$ cat config.mk
export PLATFORM = sky130hd
export DESIGN_NAME = pixel_assembler_flat
export DESIGN_NICKNAME = d
export VERILOG_FILES = /design/src/rtl/pixel_assembler_pkg.sv /design/src/rtl/pixel_assembler_if.sv /design/src/rtl/pixel_assembler_frame_counter.sv /design/src/rtl/pixel_assembler.sv /design/src/flat_wrapper.sv
export SDC_FILE = /design/constraint.sdc
export NUM_CORES = 1
export LEC_CHECK = 0
export ABC_CLOCK_PERIOD_IN_PS = 1950
export CAP_MARGIN = 20
export CORE_MARGIN = 1
export CORE_UTILIZATION = 45
export DETAILED_ROUTE_END_ITERATION = 10
export HOLD_SLACK_MARGIN = 0.03
export PLACE_DENSITY = 0.74
export REMOVE_ABC_BUFFERS = 1
export SYNTH_ARGS = -nofsm -noshare
export SYNTH_HDL_FRONTEND = slang
export SYNTH_HIERARCHICAL = 1
export SYNTH_SLANG_ARGS = --single-unit
export TNS_END_PERCENT = 1
$ cat constraint.sdc
create_clock -name clk_i -period 1.95 [get_ports clk_i]
set_input_delay 0.195 -clock clk_i [delete_from_list [all_inputs] [get_ports clk_i]]
set_output_delay 0.195 -clock clk_i [all_outputs]
set_load 0.05 [all_outputs]
$ cat src/rtl/pixel_assembler_pkg.sv
// Shared types and helpers for the byte-to-pixel stage and downstream window stages.
package pixel_assembler_pkg;

  typedef enum logic {
    hi_s = 1'b0,
    lo_s = 1'b1
  } byte_phase_e;

  typedef struct packed {
    logic [4:0] r;
    logic [5:0] g;
    logic [4:0] b;
  } rgb565_t;

  localparam int unsigned byte_w_lp   = 8;
  localparam int unsigned pixel_w_lp  = 16;
  localparam int unsigned resync_w_lp = 16;

  // Counter width for a dimension of n positions (never narrower than 1 bit).
  function automatic int unsigned cnt_width_f(input int unsigned n);
    return (n < 2) ? 1 : $clog2(n);
  endfunction

endpackage

$ cat src/rtl/pixel_assembler_if.sv
// Byte-stream input and tagged-pixel output handshakes of the pixel assembler.
interface pixel_assembler_if
  import pixel_assembler_pkg::*;
#(
  parameter int unsigned frame_width_p  = 320,
  parameter int unsigned frame_height_p = 240
);
  localparam int unsigned x_w_lp = cnt_width_f(frame_width_p);
  localparam int unsigned y_w_lp = cnt_width_f(frame_height_p);

  logic [byte_w_lp-1:0]  data_i;
  logic                  sof_i;
  logic                  valid_i;
  logic                  ready_o;
  logic [pixel_w_lp-1:0] data_o;
  logic [x_w_lp-1:0]     x_o;
  logic [y_w_lp-1:0]     y_o;
  logic                  eol_o;
  logic                  eof_o;
  logic                  valid_o;
  logic                  ready_i;

  // Source of bytes / sink of pixels.
  modport master (
    output data_i, sof_i, valid_i, ready_i,
    input  ready_o, data_o, x_o, y_o, eol_o, eof_o, valid_o
  );

  // The assembler itself.
  modport slave (
    input  data_i, sof_i, valid_i, ready_i,
    output ready_o, data_o, x_o, y_o, eol_o, eof_o, valid_o
  );

endinterface

$ cat src/rtl/pixel_assembler_frame_counter.sv
// x/y raster position counters with clear, increment and last-column/last-row compares.
module frame_counter
  import pixel_assembler_pkg::*;
#(
  parameter int unsigned width_p  = 320,
  parameter int unsigned height_p = 240,
  localparam int unsigned x_w_lp  = cnt_width_f(width_p),
  localparam int unsigned y_w_lp  = cnt_width_f(height_p)
) (
  input  logic              clk_i,
  input  logic              reset_i,
  input  logic              clear_i,
  input  logic              inc_i,
  output logic [x_w_lp-1:0] x_o,
  output logic [y_w_lp-1:0] y_o,
  output logic              last_x_c,
  output logic              last_y_c
);

  assign last_x_c = (x_o == x_w_lp'(width_p - 1));
  assign last_y_c = (y_o == y_w_lp'(height_p - 1));

  // Raster advance: x wraps into y, y wraps at end of frame; clear wins over increment.
  always_ff @(posedge clk_i) begin
    if (reset_i || clear_i) begin
      x_o <= '0;
      y_o <= '0;
    end else if (inc_i) begin
      if (last_x_c) begin
        x_o <= '0;
        y_o <= last_y_c ? '0 : y_o + y_w_lp'(1);
      end else begin
        x_o <= x_o + x_w_lp'(1);
      end
    end
  end

endmodule

$ cat src/rtl/pixel_assembler.sv
// Packs byte pairs (high byte first) into RGB565 pixels tagged with x/y, eol and eof.
// Optional build macro PIXEL_ASSEMBLER_ERR_EN adds resync_count_o, a saturating
// count of start-of-frame bytes that arrive off the natural pixel (0,0) boundary.
module pixel_assembler
  import pixel_assembler_pkg::*;
#(
  parameter int unsigned frame_width_p    = 320,
  parameter int unsigned frame_height_p   = 240,
  parameter int unsigned datapath_reset_p = 0
) (
  input  logic                   clk_i,
  input  logic                   reset_i,
  pixel_assembler_if.slave       bus
`ifdef PIXEL_ASSEMBLER_ERR_EN
  ,
  output logic [resync_w_lp-1:0] resync_count_o
`endif
);

  localparam int unsigned x_w_lp = cnt_width_f(frame_width_p);
  localparam int unsigned y_w_lp = cnt_width_f(frame_height_p);

  byte_phase_e          state_q, state_d;
  logic [byte_w_lp-1:0] hold_q;
  logic                 accept;
  logic                 hold_ld, pix_ld, cnt_clr, cnt_inc;
  logic [x_w_lp-1:0]    x_cnt;
  logic [y_w_lp-1:0]    y_cnt;
  logic                 last_x, last_y;
  rgb565_t              pix_d;

  // Only the pixel register can stall the input, and only while a low byte is due.
  assign bus.ready_o = (state_q == hi_s) || !bus.valid_o || bus.ready_i;
  assign accept      = bus.valid_i && bus.ready_o && !reset_i;
  assign pix_d       = rgb565_t'({hold_q, bus.data_i});

  frame_counter #(
    .width_p  (frame_width_p),
    .height_p (frame_height_p)
  ) u_frame_counter (
    .clk_i    (clk_i),
    .reset_i  (reset_i),
    .clear_i  (cnt_clr),
    .inc_i    (cnt_inc),
    .x_o      (x_cnt),
    .y_o      (y_cnt),
    .last_x_c (last_x),
    .last_y_c (last_y)
  );

  // Byte-phase state register.
  always_ff @(posedge clk_i) begin
    if (reset_i) state_q <= hi_s;
    else         state_q <= state_d;
  end

  // Next phase and load strobes; a start-of-frame byte always restarts as a high byte.
  always_comb begin
    state_d = state_q;
    hold_ld = 1'b0;
    pix_ld  = 1'b0;
    cnt_clr = 1'b0;
    cnt_inc = 1'b0;
    if (accept) begin
      if (bus.sof_i) begin
        hold_ld = 1'b1;
        cnt_clr = 1'b1;
        state_d = lo_s;
      end else begin
        unique case (state_q)
          hi_s: begin
            hold_ld = 1'b1;
            state_d = lo_s;
          end
          lo_s: begin
            pix_ld  = 1'b1;
            cnt_inc = 1'b1;
            state_d = hi_s;
          end
          default: state_d = hi_s;
        endcase
      end
    end
  end

  // High-byte holding register.
  always_ff @(posedge clk_i) begin
    if (reset_i && (datapath_reset_p != 0)) hold_q <= '0;
    else if (hold_ld)                       hold_q <= bus.data_i;
  end

  // Pixel data register.
  always_ff @(posedge clk_i) begin
    if (reset_i && (datapath_reset_p != 0)) bus.data_o <= '0;
    else if (pix_ld)                        bus.data_o <= pix_d;
  end

  // Pixel valid and position tags; a new pixel may load in the same cycle the old one drains.
  always_ff @(posedge clk_i) begin
    if (reset_i) begin
      bus.valid_o <= 1'b0;
      bus.x_o     <= '0;
      bus.y_o     <= '0;
      bus.eol_o   <= 1'b0;
      bus.eof_o   <= 1'b0;
    end else if (pix_ld) begin
      bus.valid_o <= 1'b1;
      bus.x_o     <= x_cnt;
      bus.y_o     <= y_cnt;
      bus.eol_o   <= last_x;
      bus.eof_o   <= last_x && last_y;
    end else if (bus.ready_i) begin
      bus.valid_o <= 1'b0;
    end
  end

`ifdef PIXEL_ASSEMBLER_ERR_EN
  logic off_boundary;
  logic [resync_w_lp-1:0] resync_cnt_q;

  assign off_boundary   = accept && bus.sof_i &&
                          ((state_q == lo_s) || (x_cnt != '0) || (y_cnt != '0));
  assign resync_count_o = resync_cnt_q;

  // Saturating count of start-of-frame bytes that break into a frame.
  always_ff @(posedge clk_i) begin
    if (reset_i)
      resync_cnt_q <= '0;
    else if (off_boundary && (resync_cnt_q != {resync_w_lp{1'b1}}))
      resync_cnt_q <= resync_cnt_q + resync_w_lp'(1);
  end
`endif

endmodule

$ cat src/flat_wrapper.sv
// flat-port wrapper written by rule: the top's interface ports become plain ports
module pixel_assembler_flat import pixel_assembler_pkg::*;
#(
  parameter int unsigned frame_width_p    = 320,
  parameter int unsigned frame_height_p   = 240,
  parameter int unsigned datapath_reset_p = 0
)
  (clk_i, reset_i, bus_data_i, bus_sof_i, bus_valid_i, bus_ready_i, bus_ready_o, bus_data_o, bus_x_o, bus_y_o, bus_eol_o, bus_eof_o, bus_valid_o);
  pixel_assembler_if #(.frame_width_p(frame_width_p), .frame_height_p(frame_height_p)) bus_i ();
  input  logic clk_i;
  input  logic reset_i;
  input wire logic [$bits(bus_i.data_i)-1:0] bus_data_i;
  input wire logic [$bits(bus_i.sof_i)-1:0] bus_sof_i;
  input wire logic [$bits(bus_i.valid_i)-1:0] bus_valid_i;
  input wire logic [$bits(bus_i.ready_i)-1:0] bus_ready_i;
  output wire logic [$bits(bus_i.ready_o)-1:0] bus_ready_o;
  output wire logic [$bits(bus_i.data_o)-1:0] bus_data_o;
  output wire logic [$bits(bus_i.x_o)-1:0] bus_x_o;
  output wire logic [$bits(bus_i.y_o)-1:0] bus_y_o;
  output wire logic [$bits(bus_i.eol_o)-1:0] bus_eol_o;
  output wire logic [$bits(bus_i.eof_o)-1:0] bus_eof_o;
  output wire logic [$bits(bus_i.valid_o)-1:0] bus_valid_o;
  assign bus_i.data_i = bus_data_i;
  assign bus_i.sof_i = bus_sof_i;
  assign bus_i.valid_i = bus_valid_i;
  assign bus_i.ready_i = bus_ready_i;
  assign bus_ready_o = bus_i.ready_o;
  assign bus_data_o = bus_i.data_o;
  assign bus_x_o = bus_i.x_o;
  assign bus_y_o = bus_i.y_o;
  assign bus_eol_o = bus_i.eol_o;
  assign bus_eof_o = bus_i.eof_o;
  assign bus_valid_o = bus_i.valid_o;
  pixel_assembler #(.frame_width_p(frame_width_p), .frame_height_p(frame_height_p), .datapath_reset_p(datapath_reset_p)) u_core (.clk_i(clk_i), .reset_i(reset_i), .bus(bus_i));
endmodule
==> results.py, run 1 <==
metrics = {
    "power": {
        "p_per_area_nw_per_um2": 817,
        "swShare_pct": 20.2,
        "p_clk_share_pct": 44.3,
        "vdd_drop_max_mv": 0.542,
        "p_int_mw": 2.11,
        "p_comb_share_pct": 4.0,
        "p_leak_nw": 1.10,
        "power_mw": 2.64,
        "power.switching_uw": 533,
        "p_seq_share_pct": 51.6,
    },
    "global_routing": {
        "grt_usage_pct": 19.6,
        "antenna_found_initial": 0,
        "grt_pass1_vias": 1689,
        "grt_pass1_wl_um": 8080,
        "grt_max_degree": 24,
        "grt_remaining_overflow": 0,
    },
    "routing": {
        "drcViolationCount": 0,
        "drt_iter0_drc": 122,
        "vias": 1854,
        "first_pass_iters": 4,
        "wl_um": 4830,
        "ant_nets": 0,
        "viasPerCell": 5.12,
        "wl_per_cell_um": 13.3,
    },
    "logic_synthesis": {
        "avgSynthCellArea_um2": 10.7,
        "yosysWarnings": 6,
        "yosysUniqueCellTypes": 38,
        "syn_area_um2": 2410,
        "synth_edf_count": 24,
        "ys_top_cells_by_area": "dfxtp_1 32%, edfxtp_1 30%, nand2_1 4.5%, nand3_1 4.4%, o21ai_1 4.0%",
        "yosysSeqAreaShare_pct": 61.5,
        "yosys.area.top_type": "dfxtp_1",
        "synth_common_cells": "38 x dfxtp_1, 29 x nand2_1, 24 x edfxtp_1",
        "synth_seq_cells": 62,
        "synthCells": 224,
        "synthFlopType": "dfxtp_1",
        "yosys.area.top_type_share_pct": 31.6,
        "synthArstFlopShare_pct": 0,
        "yosysMostFrequentCell": "dfxtp_1",
    },
    "floorplan": {
        "die_y_um": 75.1,
        "num_rows": 26,
        "die_w_um": 75.1,
        "pin_count": 50,
        "core-area_um2": 5140,
        "start_util_pct": 46.8,
        "die_area_um2": 5650,
    },
    "layout": {
        "nets": 302,
        "final_cells": 362,
        "antenna_cells": 0,
        "area_growth_pct": 34.4,
        "drive_gt1_share_pct": 12.3,
    },
    "sta": {
        "hold_violations": 0,
        "fin_crit_ps": 1800,
        "fmax_ghz": 0.555,
        "fin_skew_ps": 8.97,
        "setup_violations": 0,
        "slew_violations": 0,
        "worst_pin_slew_ps": 521,
        "relSlewSlack_pct": 65.1,
        "fin_crit_sh_pct": 92.5,
        "rsz0062_at_grt": "false",
    },
    "clock_network": {
        "cts.path.max_buffers": 2,
        "cts_hold_buf": 0,
        "tritoncts": "yes",
        "clk_pin_slew_ps": 70,
        "postCtsSetupRepairBufs": 0,
        "numCtsBuffers": 9,
        "cts-root-buf": "clkbuf_8",
        "cts_max_level": 3,
        "numClockSinks": 62,
        "clk_latency_ps": 330,
        "cts_resized": 0,
    },
    "critical_path": {
        "r2r-end": "u_core/u_frame_counter/y_o[4]",
        "r2r-start": "u_core/state_q",
        "crit_start": "u_core/state_q",
        "start_kind": "flip-flop",
        "reg2reg_slack_ps": 150,
        "critPathCaptureType": "flip-flop",
        "r2r_cells": 6,
        "crit_end": "u_core/u_frame_counter/y_o[4]",
        "critPathKind": "flip-flop to flip-flop",
        "cp.arrival_ps": 2070,
        "crit_required_ps": 2210,
        "path_max_fanout": 6,
    },
    "outcome": {
        "status": "finished clean",
    },
    "placement": {
        "dp_hpwl_um": 3310,
        "place_inst": 346,
        "place.gp.congestion": 0.909,
        "port_buffers": 49,
    },
    "hold_path": {
        "hold_path.class": "flip-flop to flip-flop",
        "hp-start": "u_core/hold_q[1]",
        "min_delay_path_depth": 0,
    },
    "flow_run": {
        "maxCapViolations": 0,
    },
}
-- registers in the layout, indices dropped and copies added (netlist names) --
signal / flops
u_core/bus.eof_o: 1
u_core/hold_q: 8
u_core/bus.valid_o: 1
u_core/u_frame_counter/x_o: 9
u_core/bus.x_o: 9
u_core/bus.y_o: 8
u_core/bus.eol_o: 1
u_core/bus.data_o: 16
u_core/u_frame_counter/y_o: 8
u_core/state_q: 1
-- power groups by stage --
stage / Combinational, mW / Sequential [mW] / Clock (mW)
3_5_place_dp: 0.107 / 1.39 / 0
6_report: 0.107 / 1.37 / 1.17
2_1_floorplan: 0.0293 / 1.41 / 0
3_3_place_gp: 0.106 / 1.39 / 0
4_1_cts: 0.107 / 1.37 / 1.20
5_1_grt: 0.115 / 1.37 / 1.25
-- stage by stage --
stage | setup TNS, ps | setup WS [ps] | utilization, % | cell area [um^2] | hold slack, ps
5_1_grt | 0 | 70.0 | 63.0 | 3240 | 432
6_report | 0 | 147 | 63.0 | 3240 | 420
2_1_floorplan | -5020 | -516 | - | 2350 | 265
3_5_place_dp | -1300 | -167 | 59.0 | 3030 | 406
3_3_place_gp | -507 | -104 | 59.0 | 3030 | 401
4_1_cts | 0 | 152 | 63.0 | 3240 | 422
-- routing by layer --
| layer | global-route usage, % | wire (um) |
|---|---|---|
| met1 | 26.0 | 2270 |
| met5 | 0 | 0 |
| met4 | 8.02 | 62 |
| met2 | 30.7 | 2250 |
| met3 | 5.22 | 239 |
-- layout by cell type, fill, tap and decap left out, drive strengths merged, types with 2 or more instances in the layout --
cell,n
clkinv,5
nand3,23
a21oi,6
a32o,5
nand4,7
edfxtp,24
nand2b,4
buf,14
clkdlybuf4s50,48
inv,3
bufinv,2
nor4,3
nor2b,2
xnor2,2
ha,2
and3,5
xor2,4
and2,2
clkbuf,10
nand2,29
dfxtp,38
nor2,15
nor3,6
o21ai,25
-- kinds of logic (layout without fill, tap and decap cells) --
logic type      count (synthesis)  count (layout)  share of synthesized area [%]
compound gates                 37              37                           8.84
xor+xnor                        6               6                           2.18
fa+ha+maj                       2               2                           1.04
buf+inv                        14              82                           3.17
flops                          62              62                           61.5
mux                             1               1                          0.416
simple gates                  102             102                           22.8
-- worst max-delay path: stages, from the launching register on --
cell,delay [ps]
dfxtp_1,370
and4bb_1,240
and2_4,150
and3_2,250
nand3_4,80
or4b_1,480
a21oi_1,150
-- final cells by class --
type                            instances  area [um^2]
Fill cell                             458         1900
Sequential cell                        62         1480
Multi-Input combinational cell        148          850
Timing Repair Buffer                   62          598
Clock buffer                           10          128
Tap cell                               70         87.6
Clock inverter                          6         76.3
Inverter                                4         15.0
-- how the worst min path moves through the flow --
| stage | to | slack [ps] |
|---|---|---|
| 2_1_floorplan | u_core/state_q | 260 |
| 4_1_cts | u_core/bus.data_o[9] | 420 |
| 6_report | u_core/bus.data_o[9] | 420 |
| 3_5_place_dp | u_core/bus.data_o[8] | 410 |
| 3_3_place_gp | u_core/bus.data_o[14] | 400 |
| 5_1_grt | u_core/bus.data_o[13] | 430 |
No activity file was read; power rests on OpenSTA's default activity.
==> run 2, diff against run 1 <==
- PLACE_DENSITY: 0.74 -> 0.85
==> run 2 against run 1 <==
Design area shrank 1.3%. Critical path depth is the same. First-iteration DRC count grew 52%. Critical path type unchanged.
==> results.py, run 2 (synthesis gave the netlist of run 1 again) <==
metrics = {
    "clock_network": {
        "clk_pin_slew_ps": 60,
        "cts-root-buf": "clkbuf_8",
        "postCtsSetupRepairBufs": 0,
        "cts_hold_buf": 0,
        "cts_resized": 0,
        "cts.path.max_buffers": 2,
        "tritoncts": "yes",
        "numCtsBuffers": 9,
        "cts_max_level": 3,
        "numClockSinks": 62,
        "clk_latency_ps": 330,
    },
    "global_routing": {
        "grt_pass1_wl_um": 8090,
        "grt_usage_pct": 20.0,
        "grt_max_degree": 23,
        "antenna_found_initial": 0,
        "grt_remaining_overflow": 0,
        "grt_pass1_vias": 1740,
    },
    "layout": {
        "most-common-layout-cells": "48 x clkdlybuf4s50_1, 38 x dfxtp_1, 29 x nand2_1",
        "nets": 302,
        "final_common_cell": "clkdlybuf4s50_1",
        "drive_gt1_share_pct": 12.3,
        "antenna_cells": 0,
        "top_register": "u_core/bus.data_o",
        "area_growth_pct": 32.7,
        "final_cells": 362,
        "top_regs": "u_core/bus.data_o (16), u_core/bus.x_o (9), u_core/u_frame_counter/x_o (9)",
        "largest_register_ffs": 16,
    },
    "sta": {
        "hold_violations": 0,
        "relSlewSlack_pct": 65.5,
        "rsz0062_at_grt": "false",
        "setup_violations": 0,
        "fin_crit_ps": 1750,
        "fmax_ghz": 0.571,
        "slew_violations": 0,
        "fin_skew_ps": 6.31,
        "fin_crit_sh_pct": 89.9,
        "worst_pin_slew_ps": 516,
        "fin_hold_ws_ps": 420,
    },
    "placement": {
        "place.gp.congestion": 0.920,
        "dp_hpwl_um": 3410,
        "place_inst": 346,
        "port_buffers": 49,
    },
    "critical_path": {
        "critPathKind": "flip-flop to flip-flop",
        "reg2reg_slack_ps": 200,
        "critPathCaptureType": "flip-flop",
        "path_max_fanout": 4,
        "r2r_cells": 6,
        "crit_required_ps": 2200,
        "start_kind": "flip-flop",
        "cp.arrival_ps": 2010,
    },
    "outcome": {
        "status": "finished clean",
    },
    "floorplan": {
        "die_area_um2": 5650,
        "num_rows": 26,
        "pin_count": 50,
        "die_w_um": 75.1,
        "die_y_um": 75.1,
        "core-area_um2": 5140,
        "start_util_pct": 46.8,
    },
    "flow_run": {
        "maxCapViolations": 0,
    },
    "routing": {
        "drcViolationCount": 0,
        "highest_layer": "met4",
        "first_pass_iters": 4,
        "ant_nets": 0,
        "vias": 1886,
        "wl_per_cell_um": 13.5,
        "viasPerCell": 5.21,
        "wl_um": 4900,
        "met1_length_um": 2120,
        "route.met3.wl_um": 315,
        "met2WireLength_um": 2350,
        "drt_iter0_drc": 185,
    },
    "power": {
        "p_leak_nw": 1.09,
        "power_mw": 2.40,
        "p_per_area_nw_per_um2": 751,
        "vdd_drop_max_mv": 0.412,
    },
    "hold_path": {
        "min_delay_path_depth": 0,
        "hold_path.class": "flip-flop to flip-flop",
    },
}
run 2: cell types whose count changed in the layout (fill, tap and decap cells not counted):
| cell | delta |
|---|---|
| clkbuf_8 | +1 |
| clkinv_2 | +1 |
| bufinv_16 | -2 |
| clkinv_1 | -3 |
| clkbuf_1 | +3 |
run 2: metal layers:
layer  up-vias  GRT usage (%)
met5         -              0
met4         0           10.3
met3        12           7.23
met2        71           31.6
met1       870           24.0
li1        933              -
run 2: area by class of cell:
| cell class | instances | area, um^2 |
|---|---|---|
| Multi-Input combinational cell | 148 | 850 |
| Inverter | 4 | 15.0 |
| Clock buffer | 14 | 153 |
| Clock inverter | 2 | 10.0 |
| Timing Repair Buffer | 62 | 598 |
| Sequential cell | 62 | 1480 |
| Fill cell | 447 | 1950 |
| Tap cell | 70 | 87.6 |
run 2: stage by stage:
step | util, % | TNS [ps] | setup slack, ps | instance area (um^2)
6_report | 62.1 | 0 | 197 | 3190
5_1_grt | 62.1 | 0 | 123 | 3190
4_1_cts | 62.1 | 0 | 212 | 3190
3_5_place_dp | 59.0 | -392 | -102 | 3030
3_3_place_gp | 59.0 | -90.3 | -42.5 | 3030
2_1_floorplan | - | -5020 | -516 | 2350
run 2: report_power, final:
group | internal [mW] | switching (mW) | leakage [nW]
logic | 0.0448 | 0.0599 | 0.477
registers | 1.36 | 0.00492 | 0.526
clock network | 0.493 | 0.437 | 0.0844
total | 1.90 | 0.501 | 1.09
run 2: worst paths after layout:
check,from,end
max,u_core/state_q,u_core/u_frame_counter/y_o[4]
min,u_core/hold_q[6],u_core/bus.data_o[14]
min reg2reg,u_core/hold_q[6],u_core/bus.data_o[14]
max reg2reg,u_core/state_q,u_core/u_frame_counter/y_o[4]
run 2: critical path: stages, from the launching register on:
cell	delay (ps)
dfxtp_1	360
and4bb_1	220
and2_4	150
and3_2	220
nand3_4	80
or4b_1	470
a21oi_1	180
==> run 3, diff against run 2 <==
- GPL_TIMING_DRIVEN: not set -> 0
- SLEW_MARGIN: not set -> 40
==> run 3 against run 2 <==
Clock skew fell by 1.1 ps. Clock power grew 33%. Largest cell class unchanged. Design area up 1.2%. First-iteration DRC count grew 54%. Critical path depth up 1. Wire length rose by 26%. Die area did not move. Via count is 7.6% higher. Clock-buffer cell count is 2 lower. Sequential power barely moved. Fmax down 9.3%. Hold slack lost 110 ps. Largest power group unchanged.
==> results.py, run 3 (synthesis gave the netlist of run 1 again) <==
metrics = {
    "clock_network": {
        "numClockSinks": 62,
        "numCtsBuffers": 9,
        "tritoncts": "yes",
        "clk_pin_slew_ps": 60,
        "cts_max_level": 3,
        "cts-root-buf": "clkbuf_8",
        "cts.path.max_buffers": 2,
        "cts_hold_buf": 0,
        "clk_latency_ps": 330,
    },
    "global_routing": {
        "antenna_found_initial": 0,
        "grt_usage_pct": 23.6,
        "grt_remaining_overflow": 0,
        "grt_pass1_wl_um": 9400,
        "grt_max_degree": 23,
        "grt_pass1_vias": 1899,
    },
    "floorplan": {
        "die_y_um": 75.1,
        "die_w_um": 75.1,
        "num_rows": 26,
        "pin_count": 50,
        "die_area_um2": 5650,
        "core-area_um2": 5140,
        "start_util_pct": 46.8,
    },
    "routing": {
        "drt_iter0_drc": 285,
        "vias": 2029,
        "viasPerCell": 5.70,
        "ant_nets": 0,
        "drcViolationCount": 0,
        "first_pass_iters": 5,
        "wl_um": 6160,
        "wl_per_cell_um": 17.3,
    },
    "placement": {
        "place_inst": 333,
        "place.gp.congestion": 0.825,
        "dp_hpwl_um": 3300,
        "dpl_cell_area_um2": 2920,
        "port_buffers": 49,
    },
    "hold_path": {
        "hold_path.class": "input port to flip-flop",
        "min_delay_path_depth": 3,
    },
    "critical_path": {
        "cpPeakStageDelay_ps": 540,
        "slowest_stage": "clkdlybuf4s50_1",
        "cp.arrival_ps": 2200,
        "critPathKind": "input port to flip-flop",
        "path_max_fanout": 11,
        "start_kind": "input port",
        "crit_required_ps": 2210,
        "critPathCaptureType": "flip-flop",
        "r2r_cells": 6,
        "crit_chain": "clkdlybuf4s50_1 > nand2b_4 > and2_4 > and3_4 > nand3_4 > or4b_1 > a21oi_1",
    },
    "sta": {
        "fin_skew_ps": 5.16,
        "fmax_ghz": 0.517,
        "fin_crit_sh_pct": 99.1,
        "worst_pin_slew_ps": 625,
        "hold_violations": 0,
        "slew_violations": 0,
        "final.setup.tns_ps": 0,
        "relSlewSlack_pct": 58.1,
        "fin_crit_ps": 1930,
        "setup_violations": 0,
    },
    "power": {
        "p_leak_nw": 1.09,
        "p_per_area_nw_per_um2": 840,
        "swShare_pct": 19.5,
        "p_seq_share_pct": 50.4,
        "power.switching_uw": 528,
        "p_int_mw": 2.19,
        "power_mw": 2.71,
        "p_comb_share_pct": 4.0,
        "p_clk_share_pct": 45.5,
        "vdd_drop_max_mv": 0.634,
    },
    "layout": {
        "area_growth_pct": 34.3,
        "final_common_cell": "clkdlybuf4s50_1",
        "top_register": "u_core/bus.data_o",
        "most-common-layout-cells": "45 x clkdlybuf4s50_1, 37 x dfxtp_1, 29 x nand2_1",
        "nets": 296,
        "largest_register_ffs": 16,
        "top_regs": "u_core/bus.data_o (16), u_core/bus.x_o (9), u_core/u_frame_counter/x_o (9)",
        "final_util_pct": 62.9,
        "final_cells": 356,
        "stdcell_area_um2": 3230,
        "drive_gt1_share_pct": 11.9,
        "antenna_cells": 0,
    },
    "outcome": {
        "status": "finished clean",
    },
    "flow_run": {
        "maxCapViolations": 0,
    },
}
-- run 3: power by group through the flow --
stage	logic, mW	registers, mW	clock network, mW
after floorplan	0.0293	1.41	0
after global placement	0.0929	1.39	0
after detailed placement	0.0964	1.39	0
after CTS	0.104	1.37	1.25
after global routing	0.114	1.37	1.32
final	0.109	1.37	1.24
-- run 3: final timing paths --
path / from / endpoint / slack [ps]
hold / removal: bus_valid_i / u_core/state_q / 310
hold reg to reg: u_core/hold_q[6] / u_core/bus.data_o[14] / 420
setup / recovery: bus_ready_i / u_core/u_frame_counter/y_o[4] / 20
setup reg to reg: u_core/state_q / u_core/u_frame_counter/y_o[4] / 70
-- run 3: critical path, delay by kind of cell --
kind | cells | cell delay [ps]
AO/OA/AOI/OAI | 1 | 150
buffers and inverters | 1 | 540
AND/OR/NAND/NOR | 5 | 1300
-- run 3: through the flow --
stage / hold WS [ps] / worst slack [ps]
2_1_floorplan: 265 / -516
3_3_place_gp: 400 / -1360
3_5_place_dp: 405 / -1440
4_1_cts: 345 / -13.5
5_1_grt: 282 / -11.8
6_report: 311 / 16.7
-- run 3: per-layer routing --
metal	wire (um)	vias up	global-route usage (%)
li1	-	932	-
met1	2360	951	26.6
met2	3070	132	40.0
met3	586	14	7.63
met4	148	0	12.1
met5	0	-	0
-- run 3: layout make-up --
| type | count | area [um^2] |
|---|---|---|
| Clock buffer | 12 | 155 |
| Clock inverter | 4 | 68.8 |
| Fill cell | 399 | 1910 |
| Inverter | 4 | 15.0 |
| Multi-Input combinational cell | 152 | 907 |
| Sequential cell | 62 | 1480 |
| Tap cell | 70 | 87.6 |
| Timing Repair Buffer | 52 | 515 |
-- run 3: timing repair --
item / in CTS / in global routing
setup buffers: 1 / 2
cloned: 3 / 1
setup endpoints to repair: 53 / 5
gates resized for setup: 9 / 3
pin swaps: 1 / 1
